--- src/rtl/reg_array_bank.sv ---
// Register array with per-entry valid flags, registered read port and sequenced bulk clear.
// Optional per-entry even parity: define REG_ARRAY_PARITY_EN.
module reg_array_bank #(
    parameter int WIDTH = 8,
    parameter int DEPTH = 8,
    parameter logic [WIDTH-1:0] RESET_VALUE = '0,
    localparam int AW = $clog2(DEPTH)
) (
    input  logic             clk_i,
    input  logic             rst_i,
    input  logic             wr_en_i,
    input  logic [AW-1:0]    wr_addr_i,
    input  logic [WIDTH-1:0] wr_data_i,
    input  logic             rd_en_i,
    input  logic [AW-1:0]    rd_addr_i,
    output logic [WIDTH-1:0] rd_data_o,
    output logic             rd_valid_o,
    output logic             rd_hit_o,
    input  logic             clr_i,
    output logic             busy_o,
    output logic             err_o,
    output logic             par_err_o
);

    if (WIDTH < 1) begin : g_width_chk
        $error("reg_array_bank: WIDTH must be at least 1");
    end
    if (DEPTH < 2) begin : g_depth_chk
        $error("reg_array_bank: DEPTH must be at least 2");
    end

    localparam logic [AW:0] DEPTH_W = (AW + 1)'(DEPTH);
    localparam logic [AW-1:0] LAST_IDX = AW'(DEPTH - 1);

    typedef enum logic [0:0] {
        S_IDLE,
        S_CLEAR
    } state_e;

    state_e           state_q, state_d;
    logic [AW-1:0]    idx_q, idx_d;
    logic [WIDTH-1:0] mem_q [DEPTH];
    logic [DEPTH-1:0] vld_q;

    logic             busy;
    logic             wr_inr, rd_inr, wr_ok;
    logic [AW-1:0]    rd_idx;
    logic [WIDTH-1:0] rd_word;
    logic             par_bad;

    logic [WIDTH-1:0] rd_data_q, rd_data_d;
    logic             rd_valid_q, rd_valid_d;
    logic             rd_hit_q, rd_hit_d;
    logic             err_q, err_d;
    logic             par_err_q, par_err_d;

    assign busy    = (state_q == S_CLEAR);
    assign wr_inr  = ({1'b0, wr_addr_i} < DEPTH_W);
    assign rd_inr  = ({1'b0, rd_addr_i} < DEPTH_W);
    assign wr_ok   = wr_en_i & ~busy & wr_inr;
    // Clamp so an out-of-range read never indexes past the array
    assign rd_idx  = rd_inr ? rd_addr_i : '0;
    assign rd_word = mem_q[rd_idx];

    always_comb begin
        state_d = state_q;
        idx_d   = idx_q;
        unique case (state_q)
            S_IDLE: begin
                if (clr_i) begin
                    state_d = S_CLEAR;
                    idx_d   = '0;
                end
            end
            S_CLEAR: begin
                if (idx_q == LAST_IDX) begin
                    state_d = S_IDLE;
                end else begin
                    idx_d = idx_q + AW'(1);
                end
            end
        endcase
    end

    always_ff @(posedge clk_i or posedge rst_i) begin
        if (rst_i) begin
            state_q <= S_IDLE;
            idx_q   <= '0;
        end else begin
            state_q <= state_d;
            idx_q   <= idx_d;
        end
    end

    always_ff @(posedge clk_i or posedge rst_i) begin
        if (rst_i) begin
            for (int i = 0; i < DEPTH; i++) begin
                mem_q[i] <= RESET_VALUE;
            end
            vld_q <= '0;
        end else begin
            for (int i = 0; i < DEPTH; i++) begin
                if (busy && idx_q == AW'(i)) begin
                    mem_q[i] <= RESET_VALUE;
                    vld_q[i] <= 1'b0;
                end else if (wr_ok && wr_addr_i == AW'(i)) begin
                    mem_q[i] <= wr_data_i;
                    vld_q[i] <= 1'b1;
                end
            end
        end
    end

`ifdef REG_ARRAY_PARITY_EN
    logic [DEPTH-1:0] par_q;

    always_ff @(posedge clk_i or posedge rst_i) begin
        if (rst_i) begin
            par_q <= {DEPTH{^RESET_VALUE}};
        end else begin
            for (int i = 0; i < DEPTH; i++) begin
                if (busy && idx_q == AW'(i)) begin
                    par_q[i] <= ^RESET_VALUE;
                end else if (wr_ok && wr_addr_i == AW'(i)) begin
                    par_q[i] <= ^wr_data_i;
                end
            end
        end
    end

    assign par_bad = (^rd_word) != par_q[rd_idx];
`else
    assign par_bad = 1'b0;
`endif

    always_comb begin
        rd_data_d  = rd_data_q;
        rd_valid_d = rd_en_i;
        rd_hit_d   = rd_en_i & rd_inr & vld_q[rd_idx];
        par_err_d  = rd_en_i & rd_inr & par_bad;
        err_d      = (wr_en_i & (busy | ~wr_inr)) | (rd_en_i & ~rd_inr);
        if (rd_en_i) begin
            rd_data_d = rd_inr ? rd_word : RESET_VALUE;
        end
    end

    always_ff @(posedge clk_i or posedge rst_i) begin
        if (rst_i) begin
            rd_data_q  <= '0;
            rd_valid_q <= 1'b0;
            rd_hit_q   <= 1'b0;
            err_q      <= 1'b0;
            par_err_q  <= 1'b0;
        end else begin
            rd_data_q  <= rd_data_d;
            rd_valid_q <= rd_valid_d;
            rd_hit_q   <= rd_hit_d;
            err_q      <= err_d;
            par_err_q  <= par_err_d;
        end
    end

    assign rd_data_o  = rd_data_q;
    assign rd_valid_o = rd_valid_q;
    assign rd_hit_o   = rd_hit_q;
    assign err_o      = err_q;
    assign par_err_o  = par_err_q;
    assign busy_o     = busy;

endmodule

--- config.mk ---
export PLATFORM = sky130hd
export DESIGN_NAME = reg_array_bank
export DESIGN_NICKNAME = d
export VERILOG_FILES = /design/src/rtl/reg_array_bank.sv
export SDC_FILE = /design/constraint.sdc
export NUM_CORES = 1
export LEC_CHECK = 0
export CORE_MARGIN = 1.5
export CORE_UTILIZATION = 40
export CTS_CLUSTER_DIAMETER = 60
export DETAILED_ROUTE_END_ITERATION = 7
export PLACE_DENSITY = 0.6
export SYNTH_ARGS = -nofsm -noshare
export SYNTH_HDL_FRONTEND = slang
export SYNTH_SLANG_ARGS = --single-unit
--- constraint.sdc ---
create_clock -name clk_i -period 4.22 [get_ports clk_i]
set_clock_uncertainty 0.15 [all_clocks]
set_input_delay 0.422 -clock clk_i [delete_from_list [all_inputs] [get_ports clk_i]]
set_output_delay 0.422 -clock clk_i [all_outputs]
set_load 0.02 [all_outputs]
==> results.json <==
{
  "status": "completed",
  "grt_remaining_overflow": 0,
  "r2r_end": "mem_q[49]",
  "grt_antenna_before_repair": 0,
  "clk_latency_ps": 360,
  "vias": 3084,
  "critPathCapture": "busy_o",
  "cp.arrival_ps": 1760,
  "startpoint_type": "register",
  "antenna_cells": 0,
  "slew_headroom": 0.509,
  "crit_family": "buffers and inverters",
  "wl_mm": 11.1,
  "worst_slew_pin_slew_ps": 737,
  "grt_max_degree": 33,
  "reg2reg_depth": 3,
  "post_drt_wl_per_cell_um": 19.9,
  "grt_pass1_wl_mm": 17.8,
  "ys.flop_type": "dfrtp_1",
  "grt_use_total": 0.210,
  "maxCapViolations": 0,
  "reg2reg_setup_slack_ps": 1950,
  "cp_slowest_cell": "clkdlybuf4s50_1",
  "worstSetupPathType": "register to output port",
  "h-tree-depth": 3,
  "crit_path_max_fanout": 20,
  "drc": 0,
  "ys_ff_latch": 87,
  "path_depth": 1,
  "nets": 445,
  "drtIter0Drc": 141,
  "cts_hold_buf": 0,
  "clk_pin_slew_ps": 80,
  "crit_path_max_incr_delay_ps": 710,
  "powerDensity_mw_per_mm2": 551,
  "initial_core_util": 0.414,
  "yosysWarnings": 0,
  "synthDistinctLibCells": 41,
  "crit_buf_inv": 1,
  "power.total_mw": 2.66,
  "worst_hold_path_type": "input pin to async pin",
  "hold_viol": 0,
  "period_share": 0.554,
  "required_ps": 3650,
  "globalplace.congestion": 0.820,
  "netlist_instances": 400,
  "io_pins": 32,
  "nFillCells": 997,
  "max-vdd-ir-drop_mv": 0.422,
  "setup_viol": 0,
  "post_dp_cell_area_mm2": 0.00467,
  "die_w_um": 107,
  "synth_edf_count": 0,
  "path_cells": "clkdlybuf4s50_1",
  "yosysSeqAreaShare": 0.507,
  "drive_gt1_frac": 0.0662,
  "core_area_mm2": 0.0104,
  "syn_area_per_cell_um2": 10.7,
  "areaGrowthSynthToFinish_pct": 12.5,
  "fp.dieArea_mm2": 0.0114,
  "clockRootBuffer": "clkbuf_8",
  "grt_setup_unrepaired": "false",
  "async_flop_share": 1.00,
  "tns_ps": 0,
  "cts_made_buffers": 9,
  "viasPerCell": 5.52,
  "fp.dieH_um": 107,
  "end_kind": "output port",
  "reg2reg_from": "busy_o",
  "p_leak_nw": 2.29,
  "dp_hpwl_mm": 7.74,
  "fin_crit_ps": 2340,
  "grt_pass1_vias": 3201,
  "cts_buffer_depth": 2,
  "rows": 37,
  "clock_sinks": 87,
  "cts_tree": "built",
  "max_freq_mhz": 428,
  "ctsResizeCount": 0,
  "dr.pass1.iters": 4,
  "drv_slew": 0,
  "synthesis.nets": 425,
  "io_buffers": 30,
  "post-cts-setup-buffers": 0,
  "design_area_mm2": 0.00483,
  "setup.worst_path.start": "busy_o",
  "synth_area_mm2": 0.00429,
  "drtAntennaViolNets": 0,
  "hold_ws_ps": 223
}
## worst min path at each step
stage | start | endpoint | slack [ps]
floorplan | vld_q[2] | vld_q[2] | 290
finish | rst_i | idx_q[1] | 220
global route | rst_i | mem_q[1] | 260
CTS | rst_i | mem_q[1] | 230
global placement | vld_q[2] | vld_q[2] | 320
detailed placement | vld_q[2] | vld_q[2] | 320
## placed cells by master, fill, tap and decap left out, drive strengths merged, types with 2 or more instances in the layout
| cell | count |
|---|---|
| a21o | 5 |
| mux2i | 65 |
| o31ai | 2 |
| nor2b | 18 |
| a41o | 8 |
| ha | 6 |
| dfrtp | 87 |
| mux4 | 2 |
| o21ai | 24 |
| clkdlybuf4s50 | 29 |
| clkinv | 2 |
| nor2 | 5 |
| nor3b | 2 |
| nand2 | 57 |
| o211ai | 8 |
| buf | 6 |
| nand2b | 3 |
| a21oi | 6 |
| a211o | 8 |
| nand3 | 27 |
| inv | 14 |
| nand3b | 5 |
| a22oi | 8 |
| clkbuf | 13 |
| a21boi | 2 |
| and2 | 3 |
## sequential cells by signal, indices dropped and copies added (netlist names)
name / flops
rd_hit_o: 1
idx_q: 3
vld_q: 8
busy_o: 1
rd_data_o: 8
rd_valid_o: 1
mem_q: 64
err_o: 1
## metal layers
layer / global-route usage / up-vias / part of all wire
met5: 0 / - / 0
met4: 0.0695 / 0 / 0.013
met3: 0.0340 / 12 / 0.035
met2: 0.350 / 49 / 0.51
met1: 0.280 / 1588 / 0.44
li1: - / 1435 / -
## cells by family after synthesis
family	after synthesis	synth area share
and+or+nand+nor	123	0.145
DFF	87	0.507
AOI/OAI and AO/OA	73	0.119
muxes	68	0.165
buffers and inverters	41	0.0440
adders and majority gates	6	0.0175
other	1	0.000873
xor gates and xnor gates	1	0.00204
## final cells by class
cell class,count,area [µm²],share of cell area
Clock buffer,13,159,0.0329
Tap cell,136,170,0.0352
Multi-Input combinational cell,272,1930,0.399
Clock inverter,1,5.00,0.00104
Inverter,15,57.6,0.0119
Timing Repair Buffer,35,333,0.0689
Sequential cell,87,2180,0.451
## cells in the mapped netlist (5+ instances only)
library cell | n | area (µm²)
buf_2 | 10 | 50.1
a21oi_1 | 6 | 30.0
dfrtp_1 | 87 | 2180
o21ai_1 | 7 | 35.0
a41o_1 | 8 | 80.1
o211ai_1 | 8 | 60.1
a22oi_1 | 8 | 60.1
ha_1 | 6 | 75.1
a211o_1 | 8 | 70.1
mux2i_1 | 65 | 651
o21ai_0 | 16 | 80.1
nor2b_1 | 18 | 113
clkbuf_1 | 9 | 33.8
a21o_1 | 5 | 37.5
inv_1 | 15 | 56.3
nand3_1 | 27 | 135
nand2_1 | 57 | 214
nand3b_1 | 5 | 37.5
## power by group
| part | internal [mW] | switching (mW) |
|---|---|---|
| Sequential | 1.12 | 0.189 |
| Combinational | 0.361 | 0.471 |
| Clock | 0.240 | 0.284 |
| Total | 1.72 | 0.944 |
## through the flow
| step | utilization | instances | setup WS (ps) |
|---|---|---|---|
| final | 0.466 | 559 | 1880 |
| after global routing | 0.466 | 559 | 1750 |
| after CTS | 0.466 | 559 | 1850 |
| after detailed placement | 0.450 | 545 | 1520 |
| after global placement | 0.450 | 545 | 1630 |
| after floorplan | - | 400 | 1400 |
Power figures use the tool's default switching activity.
